**src/rtl/dds_pkg.sv**
```systemverilog
// Shared constants and helpers for the multi-channel DDS phase accumulator.
// Latency: n/a (declarations only).
// Backpressure: n/a.
//
// Holds the dither LFSR seed/tap mask, the write-target encodings and a
// constant clog2 helper used to size the channel/segment select ports.
package dds_pkg;

  // Fibonacci LFSR, taps 16,14,13,11 -> bit positions 15,13,12,10.
  localparam logic [15:0] LFSR_SEED = 16'hACE1;
  localparam logic [15:0] LFSR_TAPS = 16'hB400;

  // iwr_tgt encodings.
  localparam logic TGT_FREQ = 1'b0;
  localparam logic TGT_POFF = 1'b1;

  // Ceiling log2; returns 0 for v <= 1.
  function automatic int clog2(input int v);
    int r;
    r = 0;
    for (int i = 0; i < 32; i++) begin
      if ((1 << r) < v) r = r + 1;
    end
    return r;
  endfunction

endpackage

```
**src/rtl/dds_phase_chan.sv**
```systemverilog
// One DDS channel: shadow/active frequency word and phase offset, phase accumulator, address register.
// Latency: acc updates every edge; owrap 1 cycle after the carrying add; oaddr 1 cycle after acc.
// Backpressure: none; writes, commits and clears are accepted every cycle.
//
// Ports:
//   iclk, irst          clock, synchronous active-high reset
//   iwr_en/tgt/seg/data pre-qualified byte write into a shadow register
//   icommit             shadow -> active copy for fword and poff
//   iphase_clr          zero the accumulator, suppress the carry
//   idither             value added to acc+poff before truncation (zero when dither is off)
//   oaddr, owrap        registered waveform address and carry pulse
module dds_phase_chan
  import dds_pkg::*;
#(
  parameter int PHASE_W   = 24,
  parameter int ADDR_W    = 11,
  parameter int FWORD_RST = 1,
  parameter int SEG_W     = 2,
  parameter int DITH_W    = 13
) (
  input  logic              iclk,
  input  logic              irst,
  input  logic              iwr_en,
  input  logic              iwr_tgt,
  input  logic [SEG_W-1:0]  iwr_seg,
  input  logic [7:0]        iwr_data,
  input  logic              icommit,
  input  logic              iphase_clr,
  input  logic [DITH_W-1:0] idither,
  output logic [ADDR_W-1:0] oaddr,
  output logic              owrap
);

  localparam logic [PHASE_W-1:0] FW_RST = PHASE_W'(FWORD_RST);

  logic [PHASE_W-1:0] sh_fword;
  logic [PHASE_W-1:0] sh_poff;
  logic [PHASE_W-1:0] fword;
  logic [PHASE_W-1:0] poff;
  logic [PHASE_W-1:0] acc;

  logic [PHASE_W-1:0] acc_sum;
  logic               acc_carry;
  logic [PHASE_W-1:0] addr_phase;

  // Natural carry of the modular add is the wrap indication.
  assign {acc_carry, acc_sum} = {1'b0, acc} + {1'b0, fword};
  // Output phase uses the current acc, so oaddr trails acc by one register.
  assign addr_phase = acc + poff + PHASE_W'(idither);

  // Shadow registers: a commit reads the pre-edge shadow, so a write in the
  // same cycle lands in the shadow only.
  always_ff @(posedge iclk) begin
    if (irst) begin
      sh_fword <= FW_RST;
      sh_poff  <= '0;
    end else if (iwr_en) begin
      if (iwr_tgt == TGT_FREQ) sh_fword[8*iwr_seg +: 8] <= iwr_data;
      else                     sh_poff[8*iwr_seg +: 8]  <= iwr_data;
    end
  end

  always_ff @(posedge iclk) begin
    if (irst) begin
      fword <= FW_RST;
      poff  <= '0;
    end else if (icommit) begin
      fword <= sh_fword;
      poff  <= sh_poff;
    end
  end

  // Clear overrides accumulation; the add after a clear+commit uses the new fword.
  always_ff @(posedge iclk) begin
    if (irst) begin
      acc   <= '0;
      owrap <= 1'b0;
      oaddr <= '0;
    end else begin
      if (iphase_clr) begin
        acc   <= '0;
        owrap <= 1'b0;
      end else begin
        acc   <= acc_sum;
        owrap <= acc_carry;
      end
      oaddr <= addr_phase[PHASE_W-1 -: ADDR_W];
    end
  end

endmodule

```
**src/rtl/dds_phase_accum_mc.sv**
```systemverilog
// Multi-channel DDS phase accumulator: byte-wide shadow writes, global commit/clear, per-channel address out.
// Latency: owrap 1 cycle after the carrying add; oaddr 1 cycle after the accumulator.
// Backpressure: none; every input is accepted every cycle.
//
// Ports:
//   iclk, irst       clock, synchronous active-high reset (highest priority)
//   iwr_en, iwr_ch, iwr_tgt, iwr_seg, iwr_data
//                    byte write into a channel's frequency-word or phase-offset shadow;
//                    out-of-range channel or segment is dropped
//   icommit          all channels copy shadow -> active
//   iphase_clr       all accumulators to zero
//   oaddr            channel n at [n*ADDR_W +: ADDR_W]
//   owrap            channel n carry pulse
// Build option: define DDS_DITHER_EN to add LFSR dither to the address path.
module dds_phase_accum_mc
  import dds_pkg::*;
#(
  parameter  int NCH       = 2,
  parameter  int PHASE_W   = 24,
  parameter  int ADDR_W    = 11,
  parameter  int FWORD_RST = 1,
  localparam int CH_W      = (NCH > 1) ? clog2(NCH) : 1,
  localparam int NSEG      = PHASE_W / 8,
  localparam int SEG_W     = (NSEG > 1) ? clog2(NSEG) : 1
) (
  input  logic                  iclk,
  input  logic                  irst,
  input  logic                  iwr_en,
  input  logic [CH_W-1:0]       iwr_ch,
  input  logic                  iwr_tgt,
  input  logic [SEG_W-1:0]      iwr_seg,
  input  logic [7:0]            iwr_data,
  input  logic                  icommit,
  input  logic                  iphase_clr,
  output logic [NCH*ADDR_W-1:0] oaddr,
  output logic [NCH-1:0]        owrap
);

  // Dither covers at most the bits discarded by truncation, capped at the LFSR width.
  localparam int DITH_W = ((PHASE_W - ADDR_W) > 16) ? 16 : (PHASE_W - ADDR_W);

  logic              wr_ok;
  logic [DITH_W-1:0] dither;

  assign wr_ok = iwr_en && (32'(iwr_ch) < 32'(NCH)) && (32'(iwr_seg) < 32'(NSEG));

`ifdef DDS_DITHER_EN
  logic [15:0] lfsr;

  always_ff @(posedge iclk) begin
    if (irst) lfsr <= LFSR_SEED;
    else      lfsr <= {lfsr[14:0], ^(lfsr & LFSR_TAPS)};
  end

  assign dither = lfsr[DITH_W-1:0];
`else
  assign dither = '0;
`endif

  for (genvar n = 0; n < NCH; n++) begin : g_chan
    logic ch_wr_en;

    assign ch_wr_en = wr_ok && (32'(iwr_ch) == n);

    dds_phase_chan #(
      .PHASE_W  (PHASE_W),
      .ADDR_W   (ADDR_W),
      .FWORD_RST(FWORD_RST),
      .SEG_W    (SEG_W),
      .DITH_W   (DITH_W)
    ) u_chan (
      .iclk      (iclk),
      .irst      (irst),
      .iwr_en    (ch_wr_en),
      .iwr_tgt   (iwr_tgt),
      .iwr_seg   (iwr_seg),
      .iwr_data  (iwr_data),
      .icommit   (icommit),
      .iphase_clr(iphase_clr),
      .idither   (dither),
      .oaddr     (oaddr[n*ADDR_W +: ADDR_W]),
      .owrap     (owrap[n])
    );
  end

endmodule

```
**config.mk**
```make
export PLATFORM = sky130hd
export DESIGN_NAME = dds_phase_accum_mc
export DESIGN_NICKNAME = d
export VERILOG_FILES = /design/src/rtl/dds_pkg.sv /design/src/rtl/dds_phase_chan.sv /design/src/rtl/dds_phase_accum_mc.sv
export SDC_FILE = /design/constraint.sdc
export NUM_CORES = 1
export LEC_CHECK = 0
export CORE_MARGIN = 3
export CORE_UTILIZATION = 55
export DETAILED_ROUTE_END_ITERATION = 12
export GPL_ROUTABILITY_DRIVEN = 0
export HOLD_SLACK_MARGIN = 0.1
export PLACE_DENSITY = 0.8
export SETUP_SLACK_MARGIN = 0.2
export SYNTH_ARGS = -nofsm -noshare
export SYNTH_HDL_FRONTEND = slang
export SYNTH_HIERARCHICAL = 1
export SYNTH_SLANG_ARGS = --single-unit
```
**constraint.sdc**
```tcl
create_clock -name iclk -period 4.7 [get_ports iclk]
set_clock_uncertainty 0.05 [all_clocks]
set_input_delay 0.94 -clock iclk [delete_from_list [all_inputs] [get_ports iclk]]
set_output_delay 0.94 -clock iclk [all_outputs]
set_load 0.02 [all_outputs]
```
==> flow_metrics.tcl, run 1 <==
set metrics [dict create \
    outcome "complete, no violations" \
    max-slew-margin-rel 0.345 \
    placed_area_um2 14900 \
    period_share 0.667 \
    hold_slack_ps 403 \
    drtPass1Iterations 7 \
    path_cells "inv_1 -> fa_1 -> inv_1 -> ha_1 -> nand4b_1 -> o22ai_1 -> o21ai_1 -> a21oi_1 -> o2111ai_1 -> and3_1 -> nor3_1" \
    grt.overflow.total 0 \
    tightest_slew_ps 978 \
    synth_compound_area_frac 0.161 \
    synthSimpleGateAreaFrac 0.186 \
    yosys_warnings 6 \
    finalSetupViolations 0 \
    synth-xor-area-share 0.0252 \
    final_cell_area_um2 16000 \
    fin_crit_ps 3130 \
    grt_max_degree 157 \
    cpPeakStageDelay_ps 490 \
    clock_latency_ps 540 \
    nets 1827 \
    post-dp-hpwl_mm 24.3 \
    syn_area_per_cell_um2 8.71 \
    drtIter0Drc 974 \
    holdCritPathClass "flip-flop to flip-flop" \
    final_common_cell "dfxtp_1" \
    synth_cells 1635 \
    max-vdd-ir-drop_mv 0.237 \
    syn2layout_area_growth_pct 12.3 \
    num_io_pins 41 \
    ctsRootBufferMaster "clkbuf_16" \
    maxCapViolCount 0 \
    ys_types 81 \
    end_kind "flip-flop" \
    crit_arrival_ps 3540 \
    yosys.area_share.adder 0.142 \
    die_h_um 167 \
    clk_pin_slew_worst_paths_ps 60 \
    drc_errors 0 \
    r2r_slack_ps 1570 \
    design.die.area_um2 27900 \
    vias_per_cell 5.94 \
    fin_ws_ps 1570 \
    ctsResizeCount 0 \
    seq_area_frac_synth 0.371 \
    core_area_um2 25300 \
    timing.final.hold_violations 0 \
    cp-start-kind "flip-flop" \
    drt-wirelength-per-cell_um 17.3 \
    tritoncts "yes" \
    slew_viol_final 0 \
    antenna_found_initial 1 \
    synth_area_leader_cell "dfxtp_1" \
    place_ws_ps 1290 \
    setup-tns-final_ps 0 \
    critPathRequiredTime_ps 5110 \
    post_cts_buffers 0 \
    grt_pass1_wl_mm 57.2 \
    synth.top_cell.area_share 0.371 \
    fin_util 0.632 \
    ys_async_sr_fraction 0 \
    cp_slowest_cell "fa_1" \
    h-tree-depth 1 \
    p_leak_nw 6.67 \
    std_cell_rows 58 \
    synth.area.top_cells "dfxtp_1, ha_1, mux2i_1, a21oi_1, nor2_1" \
    cpMostUsedCell "inv_1" \
    path_class "flip-flop to flip-flop" \
    final_cell_mix "dfxtp_1, a21oi_1, nor2_1, nand2_1, nand3_1" \
    powerDensity_nw_per_um2 312 \
    worstPathMaxFanout 4 \
    synth_edf_count 0 \
    synthMuxAreaShare 0.0726 \
    yosys_most_used_dff "dfxtp_1" \
    grt_pass1_vias 11600 \
    drive_above_1_share 0.0523 \
    fmax_ghz 0.319 \
    die_x_um 167 \
    synth_top_family_by_area "simple AND/OR/NAND/NOR gates" \
    clk_path_buf_depth 3 \
    num_vias 12000 \
    netlist_area_um2 14200 \
    synth_seq_cells 264 \
    ctsHoldBuffers 0 \
    wl_mm 34.8 \
    start_util 0.562 \
    cts_made_buffers 28 \
    ant_nets 0 \
    rsz0062_at_grt "no" \
    clock-sinks 264 \
    numPortBuffers 40 \
    grt_usage 0.243 \
]
[per-layer routing]
layer	vias up	track usage	wire length [um]
met5	-	0	0
met3	91	0.0385	2570
met1	5675	0.317	14800
met4	0	0.0829	1020
li1	5793	-	-
met2	417	0.411	16500
[flip-flops by register name, summed over array words and instances, names as in the netlist]
signal and flops:
g_chan.u_chan/owrap 2, g_chan.u_chan/oaddr 22, g_chan.u_chan/poff 48, g_chan.u_chan/acc 48, g_chan.u_chan/fword 48, g_chan.u_chan/sh_fword 48, g_chan.u_chan/sh_poff 48
[synth_stat cells, types with 3 or more instances]
library cell and n:
nand3_1 128, a311oi_1 3, and4_4 3, nand4_1 10
o21ai_1 9, a21o_1 25, buf_1 12, and4_1 4
xnor2_1 21, nand2b_1 6, dfxtp_1 264, a211o_1 7
a211oi_1 11, and2_1 11, mux2i_1 98, fa_1 26
a21boi_0 5, o22ai_1 3, xor2_1 20, nor2_1 174
o21bai_1 3, o21a_1 17, nor3b_1 11, buf_2 16
nor3_1 27, a211oi_2 6, o21ai_0 28, clkbuf_1 48
inv_1 76, o31ai_1 3, ha_1 120, or3_1 7
a221oi_1 3, a31oi_1 5, and3_1 14, o211ai_1 13
nand2_1 154, nor2b_1 11, a21oi_1 181
[kinds of logic after synthesis]
kind of cell,count (synthesis)
buffers and inverters,152
flip-flops,264
adder cells (fa/ha/maj),146
AND/OR/NAND/NOR,574
AO/OA/AOI/OAI,355
multiplexers,102
other,1
XOR/XNOR,41
[report_power, final]
group	switching, mW	total (mW)	leakage, nW	internal (mW)
Clock	0.896	2.52	0.524	1.62
Combinational	0.156	0.225	4.02	0.0686
Sequential	0.00416	2.25	2.13	2.24
[area by class of cell]
type | instances | area [um2]
fill | 2062 | 9330
multi-input combinational | 1244 | 8460
sequential | 264 | 5290
clock buffer | 37 | 796
timing repair buffer | 50 | 487
tap | 330 | 413
inverter | 76 | 285
clock inverter | 13 | 269
antenna | 1 | 2.50
[final timing paths]
path                           startpoint                           end  depth (start not counted)
min reg2reg  g_chan[0].u_chan/sh_poff[17]  g_chan[0].u_chan/sh_poff[17]                          2
max              g_chan[1].u_chan/poff[3]    g_chan[1].u_chan/oaddr[10]                         11
min          g_chan[0].u_chan/sh_poff[17]  g_chan[0].u_chan/sh_poff[17]                          2
max reg2reg      g_chan[1].u_chan/poff[3]    g_chan[1].u_chan/oaddr[10]                         11
[worst max-delay path: cells and delay by family (launching register included)]
kind | cells | cell delay (ps)
flip-flops | 1 | 330
adder cells (fa/ha/maj) | 2 | 780
AO/OA/AOI/OAI | 4 | 1300
AND/OR/NAND/NOR | 3 | 490
buffers and inverters | 2 | 100
[stage by stage]
step,instances,power [mW]
6_report,2015,4.99
5_1_grt,2015,5.14
4_1_cts,2014,5.02
3_5_place_dp,1964,2.52
3_3_place_gp,1964,2.51
2_1_floorplan,1660,2.44
No activity file was read; power rests on OpenSTA's default activity.
==> run 2, diff against run 1 <==
- PLACE_DENSITY: 0.8 -> 0.83
- clock period: 4.7 -> 2.8 ns (I/O delays scaled with it)
==> flow_metrics.tcl, run 2 (same netlist as run 1, synthesis figures left out) <==
set metrics [dict create \
    fin_crit_ps 2710 \
    num_io_pins 41 \
    design.die.area_um2 27900 \
    p_leak_nw 6.82 \
    drc_errors 0 \
    grt_max_degree 68 \
    grt_usage 0.247 \
    syn2layout_area_growth_pct 15.9 \
    period_share 0.967 \
    core_area_um2 25300 \
    path_class "flip-flop to flip-flop" \
    wl_mm 36.3 \
    die_h_um 167 \
    clock-sinks 264 \
    critPathRequiredTime_ps 3160 \
    nFillCells 1935 \
    std_cell_rows 58 \
    finalSetupViolations 0 \
    cpPeakStageDelay_ps 520 \
    antenna_found_initial 1 \
    start_util 0.562 \
    die_x_um 167 \
    setup-tns-final_ps 0 \
    holdCritPathClass "input pin to flip-flop" \
    path_depth 12 \
    multi_input_area_um2 8770 \
    final_cell_mix "dfxtp_1, nor2_1, a21oi_1, nand2_1, nand3_1" \
    critPathBufInv 3 \
    min_path_cells 2 \
    fmax_ghz 0.370 \
    clk_path_buf_depth 3 \
    hold_slack_ps 308 \
    num_vias 12200 \
    drtIter0Drc 1100 \
    drt-wirelength-per-cell_um 17.7 \
    tightest_slew_ps 750 \
    max-vdd-ir-drop_mv 0.461 \
    ant_nets 0 \
    cp-start-kind "flip-flop" \
    max-slew-margin-rel 0.498 \
    timing.final.hold_violations 0 \
    worstPathMaxFanout 3 \
    reg2reg_depth 12 \
    drtPass1Iterations 7 \
    maxCapViolCount 0 \
    drive_above_1_share 0.113 \
    vias_per_cell 5.94 \
    grt.overflow.total 0 \
    powerDensity_nw_per_um2 487 \
    grt_pass1_vias 11700 \
    final_common_cell "dfxtp_1" \
    rsz0062_at_grt "yes" \
    path_cells "inv_2 -> fa_1 -> inv_2 -> ha_4 -> nand4b_1 -> o22ai_2 -> buf_6 -> o21ai_4 -> a21oi_2 -> o2111ai_2 -> a21oi_2 -> nor3_4" \
    clock_latency_ps 540 \
    ctsRootBufferMaster "clkbuf_16" \
    cts_made_buffers 28 \
    regArea_um2 5310 \
    tritoncts "yes" \
    nets 1861 \
    numPortBuffers 40 \
    end_kind "flip-flop" \
    slew_viol_final 0 \
    crit_arrival_ps 3070 \
    clk_pin_slew_worst_paths_ps 60 \
    post-dp-hpwl_mm 24.6 \
    h-tree-depth 1 \
    critPathTopFamily "compound AO/OA/AOI/OAI gates" \
    outcome "complete, no violations" \
    cp_slowest_cell "fa_1" \
    grt_pass1_wl_mm 58.5 \
]
[run 2: repair_timing]
action	CTS	global route
pin swaps	19	28
setup buffers	3	9
hold buffers	0	0
setup endpoints to repair	12	24
gates resized for setup	31	50
[run 2: layout make-up]
cell class              count  area share
clock buffers              40      0.0495
well taps                 330      0.0250
clock inverters            11     0.00849
repair buffers             84      0.0469
inverters                  76      0.0173
multi-input cells        1244       0.531
flip-flops and latches    264       0.322
diodes                      1    0.000152
[run 2: final timing paths]
| path | startpoint | slack (ps) | endpoint |
|---|---|---|---|
| max | g_chan[1].u_chan/poff[3] | 90 | g_chan[1].u_chan/oaddr[10] |
| min | irst | 310 | g_chan[0].u_chan/oaddr[1] |
| max reg2reg | g_chan[1].u_chan/poff[3] | 90 | g_chan[1].u_chan/oaddr[10] |
| min reg2reg | g_chan[0].u_chan/sh_fword[7] | 410 | g_chan[0].u_chan/sh_fword[7] |
[run 2: routing by layer]
metal | wire (um) | GRT usage | up-vias | share of wire
met5 | 0 | 0 | - | 0
met4 | 1030 | 0.0807 | 0 | 0.028
met3 | 2350 | 0.0316 | 89 | 0.065
met2 | 17500 | 0.422 | 459 | 0.48
met1 | 15500 | 0.327 | 5782 | 0.43
li1 | - | - | 5844 | -
[run 2: power breakdown]
part           internal [mW]  switching (mW)
clock network           2.30            1.54
logic                  0.142           0.275
registers               3.77         0.00692
total                   6.21            1.82
[run 2: stage by stage]
step / instances / worst slack (ps) / cell area (um2) / util / power [mW]
after global placement: 1986 / 30.5 / 15100 / 0.597 / 4.24
final: 2050 / 93.8 / 16500 / 0.652 / 8.03
after CTS: 2040 / 177 / 16300 / 0.642 / 8.06
after detailed placement: 1986 / -43.0 / 15100 / 0.597 / 4.24
after global routing: 2050 / -18.6 / 16500 / 0.652 / 8.26
after floorplan: 1660 / 203 / 14300 / - / 4.10
==> run 3, diff against run 2 <==
- SETUP_SLACK_MARGIN: 0.2 -> not set
==> flow_metrics.tcl, run 3 (same netlist as run 1, synthesis figures left out) <==
set metrics [dict create \
    outcome "complete, no violations" \
    path_class "flip-flop to flip-flop" \
    core_area_um2 25300 \
    reg2reg_depth 8 \
    final_common_cell "dfxtp_1" \
    cpPeakStageDelay_ps 430 \
    ctsHoldBuffers 0 \
    tightest_slew_ps 780 \
    nets 1853 \
    min_path_cells 2 \
    clock-sinks 264 \
    min_from "irst" \
    fin_util 0.640 \
    holdCritPathClass "input pin to flip-flop" \
    critPathTopFamily "compound AO/OA/AOI/OAI gates" \
    drive_above_1_share 0.0777 \
    crit_arrival_ps 3090 \
    clk_pin_slew_worst_paths_ps 60 \
    max-vdd-ir-drop_mv 0.461 \
    r2r_slack_ps 80 \
    reg2reg_to "g_chan[0].u_chan/oaddr[10]" \
    fmax_ghz 0.367 \
    finalNonFillerCells 2042 \
    timing.final.hold_violations 0 \
    ctsRootBufferMaster "clkbuf_16" \
    grt_pass1_wl_mm 57.7 \
    post-dp-hpwl_mm 24.6 \
    critPathRequiredTime_ps 3170 \
    drc_errors 0 \
    syn2layout_area_growth_pct 13.8 \
    antenna_found_initial 1 \
    end_kind "flip-flop" \
    powerDensity_nw_per_um2 494 \
    grt_usage 0.244 \
    critPathBufInv 0 \
    maxCapViolCount 0 \
    die_x_um 167 \
    ant_nets 0 \
    grt_max_degree 68 \
    min_to "g_chan[0].u_chan/fword[19]" \
    fin_crit_ps 2720 \
    h-tree-depth 1 \
    cts_made_buffers 28 \
    drt-wirelength-per-cell_um 17.1 \
    period_share 0.973 \
    grt_pass1_vias 11500 \
    drtIter0Drc 1178 \
    dp.cells 1986 \
    p_leak_nw 6.76 \
    std_cell_rows 58 \
    final_cell_mix "dfxtp_1, a21oi_1, nor2_1, nand2_1, nand3_1" \
    slew_viol_final 0 \
    worstReg2RegStart "g_chan[0].u_chan/poff[6]" \
    cp-start-kind "flip-flop" \
    power.total_mw 8.01 \
    drtPass1Iterations 8 \
    num_vias 12000 \
    grt.overflow.total 0 \
    numPortBuffers 40 \
    num_io_pins 41 \
    tritoncts "yes" \
    max-slew-margin-rel 0.478 \
    design.die.area_um2 27900 \
    start_util 0.562 \
    cp_slowest_cell "fa_1" \
    clk_path_buf_depth 3 \
    die_h_um 167 \
    worstPathMaxFanout 5 \
    vias_per_cell 5.88 \
    wl_mm 35.0 \
    clock_latency_ps 540 \
    finalSetupViolations 0 \
    path_cells "fa_1 -> ha_1 -> a21oi_1 -> o21ai_2 -> a221oi_4 -> a21oi_4 -> a211oi_2 -> mux2_4" \
]
## run 3: cell count changes in the layout (fill, tap and decap cells not counted), sizes merged
cell	change
buf	-8
## run 3: metal layers
layer / share of wire / GRT usage / vias to the layer above
li1: - / - / 5838
met1: 0.43 / 0.325 / 5671
met2: 0.48 / 0.415 / 429
met3: 0.068 / 0.0292 / 67
met4: 0.023 / 0.0753 / 0
met5: 0 / 0 / -
## run 3: power by group
group / internal (mW) / total, mW / switching [mW]
clock: 2.30 / 3.83 / 1.53
sequential: 3.77 / 3.77 / 0.00685
combinational: 0.135 / 0.402 / 0.267
## run 3: timing repair
action,4_1_cts,5_1_grt
pin swaps,0,14
resized for setup,2,20
buffers inserted,0,4
endpoints found under the setup margin,3,10
## run 3: area by class of cell
cell class	instances	area (um2)
sequential	264	5290
multi-input combinational	1244	8550
fill	1992	9120
antenna	1	2.50
clock buffer	40	817
inverter	76	285
timing repair buffer	76	707
clock inverter	11	140
tap	330	413
## run 3: worst max path at each step
stage                                         start                          to  slack (ps)  cells after the start
after floorplan           g_chan[0].u_chan/poff[12]  g_chan[0].u_chan/oaddr[10]         200                      9
after global placement     g_chan[1].u_chan/poff[3]   g_chan[1].u_chan/oaddr[7]          30                     11
after detailed placement   g_chan[1].u_chan/poff[3]   g_chan[1].u_chan/oaddr[7]         -40                     11
after CTS                  g_chan[1].u_chan/poff[3]  g_chan[1].u_chan/oaddr[10]          30                     12
after global routing       g_chan[1].u_chan/poff[3]  g_chan[1].u_chan/oaddr[10]         -80                     12
final                      g_chan[0].u_chan/poff[6]  g_chan[0].u_chan/oaddr[10]          80                      8
## run 3: metrics by stage
step	TNS (ps)	hold WS [ps]	cell area, um2	worst slack, ps
after floorplan	0	386	14300	203
after global placement	0	392	15100	30.5
after detailed placement	-46.6	396	15100	-43.0
after CTS	0	281	16100	26.4
after global routing	-99.9	305	16200	-76.4
final	0	304	16200	76.7
## run 3: worst register-to-register path: stages, from the launching register on
cell	delay [ps]
dfxtp_1	360
fa_1	430
ha_1	340
a21oi_1	200
o21ai_2	90
a221oi_4	410
a21oi_4	140
a211oi_2	270
mux2_4	320
